File: config.mk
export PLATFORM = sky130hd
export DESIGN_NAME = cpu_to_tx_data_splitter
export DESIGN_NICKNAME = d
export VERILOG_FILES = /design/src/rtl/cpu_to_tx_data_splitter.sv
export SDC_FILE = /design/constraint.sdc
export NUM_CORES = 1
export LEC_CHECK = 0
export BUFFER_PORTS_ARGS = -buffer_cell sky130_fd_sc_hd__buf_4
export CORE_ASPECT_RATIO = 0.8
export CORE_MARGIN = 2
export CORE_UTILIZATION = 61
export CTS_BUF_LIST = sky130_fd_sc_hd__clkbuf_4 sky130_fd_sc_hd__clkbuf_8
export DETAILED_ROUTE_END_ITERATION = 8
export PLACE_DENSITY = 0.83
export SETUP_SLACK_MARGIN = 0.15
export SLEW_MARGIN = 20
export SYNTH_ARGS = -nofsm -noshare
export SYNTH_HDL_FRONTEND = slang
export SYNTH_SLANG_ARGS = --single-unit
File: constraint.sdc
create_clock -name clk -period 3.7 [get_ports clk]
set_input_delay 0 -clock clk [delete_from_list [all_inputs] [get_ports clk]]
set_output_delay 0 -clock clk [all_outputs]
set_load 0.005 [all_outputs]
File: src/rtl/cpu_to_tx_data_splitter.sv
// Buffers 16-bit CPU words in a small FIFO and feeds them to the UART TX
// one byte at a time, MSB first, using a start/done handshake.
module cpu_to_tx_data_splitter #(
  parameter int FIFO_DEPTH = 4,
  parameter int CNT_W      = $clog2(FIFO_DEPTH) + 1
) (
  input  logic             clk,
  input  logic             reset,
  input  logic [15:0]      cpu_data,
  input  logic             cpu_valid,
  output logic             cpu_ready,
  output logic [7:0]       tx_data,
  output logic             tx_start,
  input  logic             tx_busy,
  input  logic             tx_done,
  output logic [CNT_W-1:0] fifo_count,
  output logic             busy,
  output logic             overflow
);

  localparam int PTR_W = $clog2(FIFO_DEPTH);

  typedef enum logic [2:0] {
    IDLE,
    SEND_MSB,
    WAIT_MSB,
    SEND_LSB,
    WAIT_LSB
  } state_t;

  logic [15:0]      mem_q [FIFO_DEPTH];
  logic [PTR_W-1:0] wr_ptr_q, rd_ptr_q;
  logic [CNT_W-1:0] count_q, count_d;
  logic             ready_q;
  logic             overflow_q;
  state_t           state_q;
  logic [15:0]      hold_q;
  logic [7:0]       tx_data_q;
  logic             tx_start_q;
  logic             push, pop;

  // Ready comes from the registered count, so a full FIFO rejects a write
  // even when a pop happens on the same edge.
  assign push = cpu_valid && ready_q;
  assign pop  = (state_q == IDLE) && (count_q != '0) && !tx_busy;

  always_comb begin
    count_d = count_q;
    case ({push, pop})
      2'b10:   count_d = count_q + CNT_W'(1);
      2'b01:   count_d = count_q - CNT_W'(1);
      default: count_d = count_q;
    endcase
  end

  always_ff @(posedge clk) begin
    if (push) begin
      mem_q[wr_ptr_q] <= cpu_data;
    end
  end

  always_ff @(posedge clk or negedge reset) begin
    if (!reset) begin
      wr_ptr_q   <= '0;
      rd_ptr_q   <= '0;
      count_q    <= '0;
      ready_q    <= 1'b1;
      overflow_q <= 1'b0;
    end else begin
      if (push) begin
        wr_ptr_q <= wr_ptr_q + PTR_W'(1);
      end
      if (pop) begin
        rd_ptr_q <= rd_ptr_q + PTR_W'(1);
      end
      count_q <= count_d;
      ready_q <= (count_d != CNT_W'(FIFO_DEPTH));
      if (cpu_valid && !ready_q) begin
        overflow_q <= 1'b1;
      end
    end
  end

  // tx_start and tx_data are loaded on the edge that enters a SEND state.
  always_ff @(posedge clk or negedge reset) begin
    if (!reset) begin
      state_q    <= IDLE;
      hold_q     <= '0;
      tx_data_q  <= '0;
      tx_start_q <= 1'b0;
    end else begin
      tx_start_q <= 1'b0;
      case (state_q)
        IDLE: begin
          if (pop) begin
            hold_q     <= mem_q[rd_ptr_q];
            tx_data_q  <= mem_q[rd_ptr_q][15:8];
            tx_start_q <= 1'b1;
            state_q    <= SEND_MSB;
          end
        end
        SEND_MSB: state_q <= WAIT_MSB;
        WAIT_MSB: begin
          if (tx_done) begin
            tx_data_q  <= hold_q[7:0];
            tx_start_q <= 1'b1;
            state_q    <= SEND_LSB;
          end
        end
        SEND_LSB: state_q <= WAIT_LSB;
        WAIT_LSB: begin
          if (tx_done) begin
            state_q <= IDLE;
          end
        end
        default: state_q <= IDLE;
      endcase
    end
  end

  assign cpu_ready  = ready_q;
  assign tx_data    = tx_data_q;
  assign tx_start   = tx_start_q;
  assign fifo_count = count_q;
  assign busy       = (state_q != IDLE) || (count_q != '0);
  assign overflow   = overflow_q;

endmodule

==> results of run 1 <==
[cells by family after synthesis]
family	share of synthesized area (%)
XOR/XNOR	1.44
adder cells (fa/ha/maj)	2.26
flip-flops	72.4
AND/OR/NAND/NOR	3.42
AO/OA/AOI/OAI	5.03
multiplexers	12.9
buffers and inverters	2.53
[final timing paths]
kind                       slack [ns]         end
max                              0.73   cpu_ready
min                              0.09  state_q[0]
max reg2reg                      0.73   cpu_ready
min reg2reg                      0.47    overflow
max in group asynchronous        3.29   cpu_ready
min in group asynchronous        0.10    overflow
[stage by stage]
stage | utilization (%) | setup WS (ns) | instance area, um^2 | hold slack [ns] | std cells
after floorplan | - | 1.04 | 3660 | -0.296 | 183
after global placement | 67.9 | 0.850 | 3970 | -0.0595 | 294
after detailed placement | 67.9 | 0.799 | 3970 | -0.0556 | 294
after CTS | 75.2 | 0.738 | 4400 | 0.0665 | 329
after global routing | 75.2 | 0.606 | 4400 | 0.0890 | 329
final | 75.2 | 0.728 | 4400 | 0.0852 | 329
[cell type report]
type / instances / area, um^2
inverter: 6 / 22.5
multi-input combinational: 77 / 921
timing repair buffer: 56 / 468
clock inverter: 7 / 114
tap: 81 / 101
sequential: 93 / 2650
clock buffer: 9 / 124
fill: 345 / 1450
[synthesized netlist by cell type (all sizes together)]
cell type  number  area (um^2)
a211o           1         8.76
a21o            1         7.51
and3            4         25.0
buf             4         38.8
clkbuf          3         31.3
dfrtp          28          701
dfstp           1         26.3
edfxtp         64         1920
fa              1         20.0
ha              5         62.6
inv             6         22.5
mux2            9          101
mux2i           1         10.0
mux4           16          360
nand2           4         15.0
nand3b          1         7.51
nor2            2         15.0
nor3            2         10.0
nor3b           1         12.5
o21a            8         60.1
o21ai           3         26.3
o32a            8         81.3
or3             1         6.26
or4             1         11.3
or4b            1         10.0
or4bb           1         12.5
xnor2           3         26.3
xor2            3         26.3
[flip-flops by register name, summed over array words and instances (netlist names)]
register,count
mem_q,64
rd_ptr_q,2
fifo_count,3
hold_q,8
cpu_ready,1
state_q,3
tx_data,8
tx_start,1
overflow,1
wr_ptr_q,2
[metal layers]
metal | track usage [%] | routed length (um) | vias to the layer above
li1 | - | - | 842
met1 | 28.9 | 2820 | 960
met2 | 36.8 | 3340 | 70
met3 | 5.95 | 365 | 9
met4 | 8.21 | 106 | 0
met5 | 0 | 0 | -
[power groups by stage]
stage          logic, mW  registers [mW]  clock network (mW)
2_1_floorplan      0.783            1.56                   0
3_3_place_gp       0.978            1.66                   0
3_5_place_dp        1.00            1.67                   0
4_1_cts             1.03            1.65               0.789
5_1_grt             1.12            1.69               0.827
6_report            1.02            1.65               0.776
[worst max-delay path, cell delays in order, from the launching register on]
cell     delay, ns
dfrtp_1       0.44
or4_4         0.67
nor2_4        0.30
ha_1          0.24
inv_1         0.06
fa_1          0.37
xor2_1        0.16
or3_1         0.35
a211o_1       0.32
==> reports/results.ini, run 1 <==
[timing]
period_needed_ns=2.97
fin_skew_ns=0.00333
worstMarginPinSlew_ns=0.922
fmax_mhz=336
period_share_pct=80.3
finalSetupViolations=0
hold_viol=0
slew_headroom_pct=38.6
rsz0062_at_grt=no
slew_viol_final=0
fin_tns_setup_ns=0

[route]
wirelength_um=6630
ant_nets=0
drtPass1Iterations=4
wl_per_cell_um=20.1
vias=1881
post-route-drc-count=0
drtIter0Drc=169
vias_per_cell=5.72

[setup_path]
startpoint=state_q[1]
cp-start-kind=flip-flop
ff2ff_path_depth=8
path_max_fanout=12
r2r_start=state_q[1]
cp-end-kind=flip-flop
worstPathRequired_ns=3.98
crit_type=reg2reg
cp.arrival_ns=3.25

[pwr]
irDropWorstVdd_mv=0.467
comb_power_share_pct=29.7
p_total_mw=3.45
power.density_nw_per_um2=784
p_int_mw=2.44
switching_share_pct=29.3
p_clk_share_pct=22.5
pwr-share-seq_pct=47.8
switchingPower_mw=1.01
p_leak_nw=1.64

[die]
rows=25
initial_core_util_pct=62.5
die_h_um=73.3
die_x_um=90.6
core_area_um2=5850
dieArea_um2=6630
io_pins=36

[final_layout]
layout.nets=270
areaGrowthSynthToFinish_pct=20.3
layout_common_cells=64 x edfxtp_1, 37 x buf_4, 28 x dfrtp_1
layout-drive-gt1-share_pct=34.3
num_antenna_cells=0
final_common_cell=edfxtp_1

[grt]
grt_overflow=0
track_usage_pct=22.1
grt_max_degree=30
antenna_found_initial=0
grt_pass1_vias=1962
grt_pass1_wl_um=10500

[place]
dp_hpwl_um=3920
io_buffers=35
place.gp.congestion=0.734

[clock_network]
cts_setup_buffers=0
cts_tree=built
clk_pin_slew_worst_paths_ns=0.08
cts_hold_buf=19
tritoncts.num_buffers=9
clk_latency_ns=0.35
cts.repair.resized=0
clock_sinks=93
clock-root-buffer=clkbuf_8
clock_path_buffers=2
htreeDepth=3

[logic_synthesis]
ys_ff_latch=93
yosysWarningCount=0
yosysSeqAreaShare_pct=72.4
synthCells=183
avgSynthCellArea_um2=20.0
syn_nets=210
ys_types=33
syn_area_um2=3660

[hold_path]
whs_path_depth=3
min_from=tx_busy
hp-class=in2reg

[outcome]
status=complete, no violations

[flow_run]
cap_violations=0

Power figures use the tool's default switching activity.
==> inputs of run 2 (changes only) <==
clock period = 2.8 ns   (was 3.7 ns; I/O delays follow)
==> reports/results.ini, run 2 (synthesis gave the netlist of run 1 again) <==
[outcome]
status=complete, no violations  ; unchanged

[flow_run]
cap_violations=0  ; unchanged

[route]
vias=1939  ; was 1881
post-route-drc-count=0  ; unchanged
ant_nets=0  ; unchanged
drtPass1Iterations=4  ; unchanged
vias_per_cell=5.77  ; was 5.72
wirelength_um=6800  ; was 6630 um
wl_per_cell_um=20.2  ; was 20.1 um
drtIter0Drc=132  ; was 169

[timing]
worstMarginPinSlew_ns=0.765  ; was 0.922 ns
rsz0062_at_grt=no  ; unchanged
slew_headroom_pct=49.0  ; was 38.6%
whs_ns=0.118  ; was 0.0852 ns
period_needed_ns=2.58  ; was 2.97 ns
fmax_mhz=388  ; was 336 MHz
slew_viol_final=0  ; unchanged
hold_viol=0  ; unchanged
period_share_pct=92.1  ; was 80.3%
fin_tns_setup_ns=0  ; unchanged
fin_skew_ns=0.00739  ; was 0.00333 ns
finalSetupViolations=0  ; unchanged

[die]
die_x_um=90.6  ; unchanged
die_h_um=73.3  ; unchanged
rows=25  ; unchanged
initial_core_util_pct=62.5  ; unchanged
core_area_um2=5850  ; unchanged
io_pins=36  ; unchanged
dieArea_um2=6630  ; unchanged

[place]
place.gp.congestion=0.736  ; was 0.734
io_buffers=35  ; unchanged
dp_hpwl_um=4100  ; was 3920 um

[final_layout]
multi_input_area_um2=933  ; was 921 um^2
seq_area_um2=2650  ; unchanged
num_antenna_cells=0  ; unchanged
utilization_pct=76.1  ; was 75.2%
fillers=332  ; was 345
largest_register=mem_q  ; unchanged
layout.nets=277  ; was 270
largest_reg_flops=64  ; unchanged
areaGrowthSynthToFinish_pct=21.7  ; was 20.3%
final_common_cell=edfxtp_1  ; unchanged
layout-drive-gt1-share_pct=37.3  ; was 34.3%
layout_common_cells=64 x edfxtp_1, 44 x buf_4, 28 x dfrtp_1  ; was 64 x edfxtp_1, 37 x buf_4, 28 x dfrtp_1

[setup_path]
cp.arrival_ns=2.86  ; was 3.25 ns
cp_slowest_cell=or4_4  ; unchanged
cp-end-kind=flip-flop  ; unchanged
path_max_fanout=6  ; was 12
rr_endpoint=cpu_ready  ; unchanged
max_stage_delay_ns=0.55  ; was 0.67 ns
crit_end=cpu_ready  ; unchanged
reg2reg_slack_ns=0.22  ; was 0.73 ns
startpoint=state_q[0]  ; was state_q[1]
r2r_start=state_q[0]  ; was state_q[1]
crit_chain=or4_4, nor2_4, ha_4, inv_1, fa_1, xor2_1, or3_1, a211o_1  ; was or4_4, nor2_4, ha_1, inv_1, fa_1, xor2_1, or3_1, a211o_1
crit_type=reg2reg  ; unchanged
cp-start-kind=flip-flop  ; unchanged
ff2ff_path_depth=8  ; unchanged
worstPathRequired_ns=3.08  ; was 3.98 ns

[clock_network]
clk_pin_slew_worst_paths_ns=0.09  ; was 0.08 ns
clk_latency_ns=0.35  ; about the same
clock_path_buffers=2  ; unchanged
cts_setup_buffers=0  ; unchanged
cts.repair.resized=0  ; unchanged
tritoncts.num_buffers=9  ; unchanged
clock-root-buffer=clkbuf_8  ; unchanged
cts_hold_buf=19  ; unchanged
clock_sinks=93  ; unchanged
htreeDepth=3  ; unchanged
cts_tree=built  ; unchanged

[pwr]
p_leak_nw=1.67  ; was 1.64 nW
p_clk_share_pct=21.4  ; was 22.5%
p_int_mw=3.23  ; was 2.44 mW
pwr-share-seq_pct=46.6  ; was 47.8%
irDropWorstVdd_mv=0.546  ; was 0.467 mV
switchingPower_mw=1.35  ; was 1.01 mW
comb_power_share_pct=31.9  ; was 29.7%
switching_share_pct=29.5  ; was 29.3%
power.density_nw_per_um2=1030  ; was 784 nW/um^2

[grt]
track_usage_pct=22.7  ; was 22.1%
grt_overflow=0  ; unchanged
grt_max_degree=30  ; unchanged
grt_pass1_vias=2031  ; was 1962
antenna_found_initial=0  ; unchanged
grt_pass1_wl_um=10800  ; was 10500 um

[hold_path]
hp-class=in2async  ; was in2reg

==> run 2: worst min path at each step <==
stage,from,slack [ns],to,cells past startpoint
CTS,reset,0.11,hold_q[4],2
global placement,reset,-0.05,wr_ptr_q[0],1
global route,reset,0.15,fifo_count[0],2
floorplan,reset,-0.30,fifo_count[0],0
finish,reset,0.12,hold_q[5],2
detailed placement,reset,-0.06,wr_ptr_q[0],1
==> run 2: worst max-delay path, delay by kind of cell, from the launching register on <==
family | cells | cell delay (ns)
and+or+nand+nor | 3 | 1.04
AOI/OAI and AO/OA | 1 | 0.30
buffers and inverters | 1 | 0.05
DFF | 1 | 0.44
xor gates and xnor gates | 1 | 0.16
adders and majority gates | 2 | 0.53
==> run 2: power by group through the flow <==
stage	registers [mW]	clock network [mW]	logic [mW]
finish	2.14	0.981	1.46
detailed placement	2.16	0	1.45
CTS	2.14	0.998	1.49
floorplan	2.06	0	1.05
global placement	2.13	0	1.39
global route	2.18	1.06	1.59
==> run 2: routing by layer <==
metal  vias up  track usage (%)  wire length (um)
li1        862                -                 -
met1      1007             27.8              2770
met2        56             40.1              3600
met3        14             6.26               312
met4         0             7.69               110
met5         -                0                 0
==> run 2: area by class of cell <==
type                            count  area share [%]
Tap cell                           81            2.28
Timing Repair Buffer               63            11.7
Clock inverter                      4            1.63
Sequential cell                    93            59.5
Inverter                            6           0.506
Clock buffer                       12            3.43
Multi-Input combinational cell     77            21.0
==> run 2: stage by stage <==
stage	instances	instance area [um^2]	worst slack, ns	total power, mW
floorplan	183	3670	0.159	3.10
global placement	301	4040	0.297	3.52
detailed placement	301	4040	0.228	3.61
CTS	336	4450	0.210	4.62
global route	336	4450	0.151	4.83
finish	336	4450	0.220	4.58
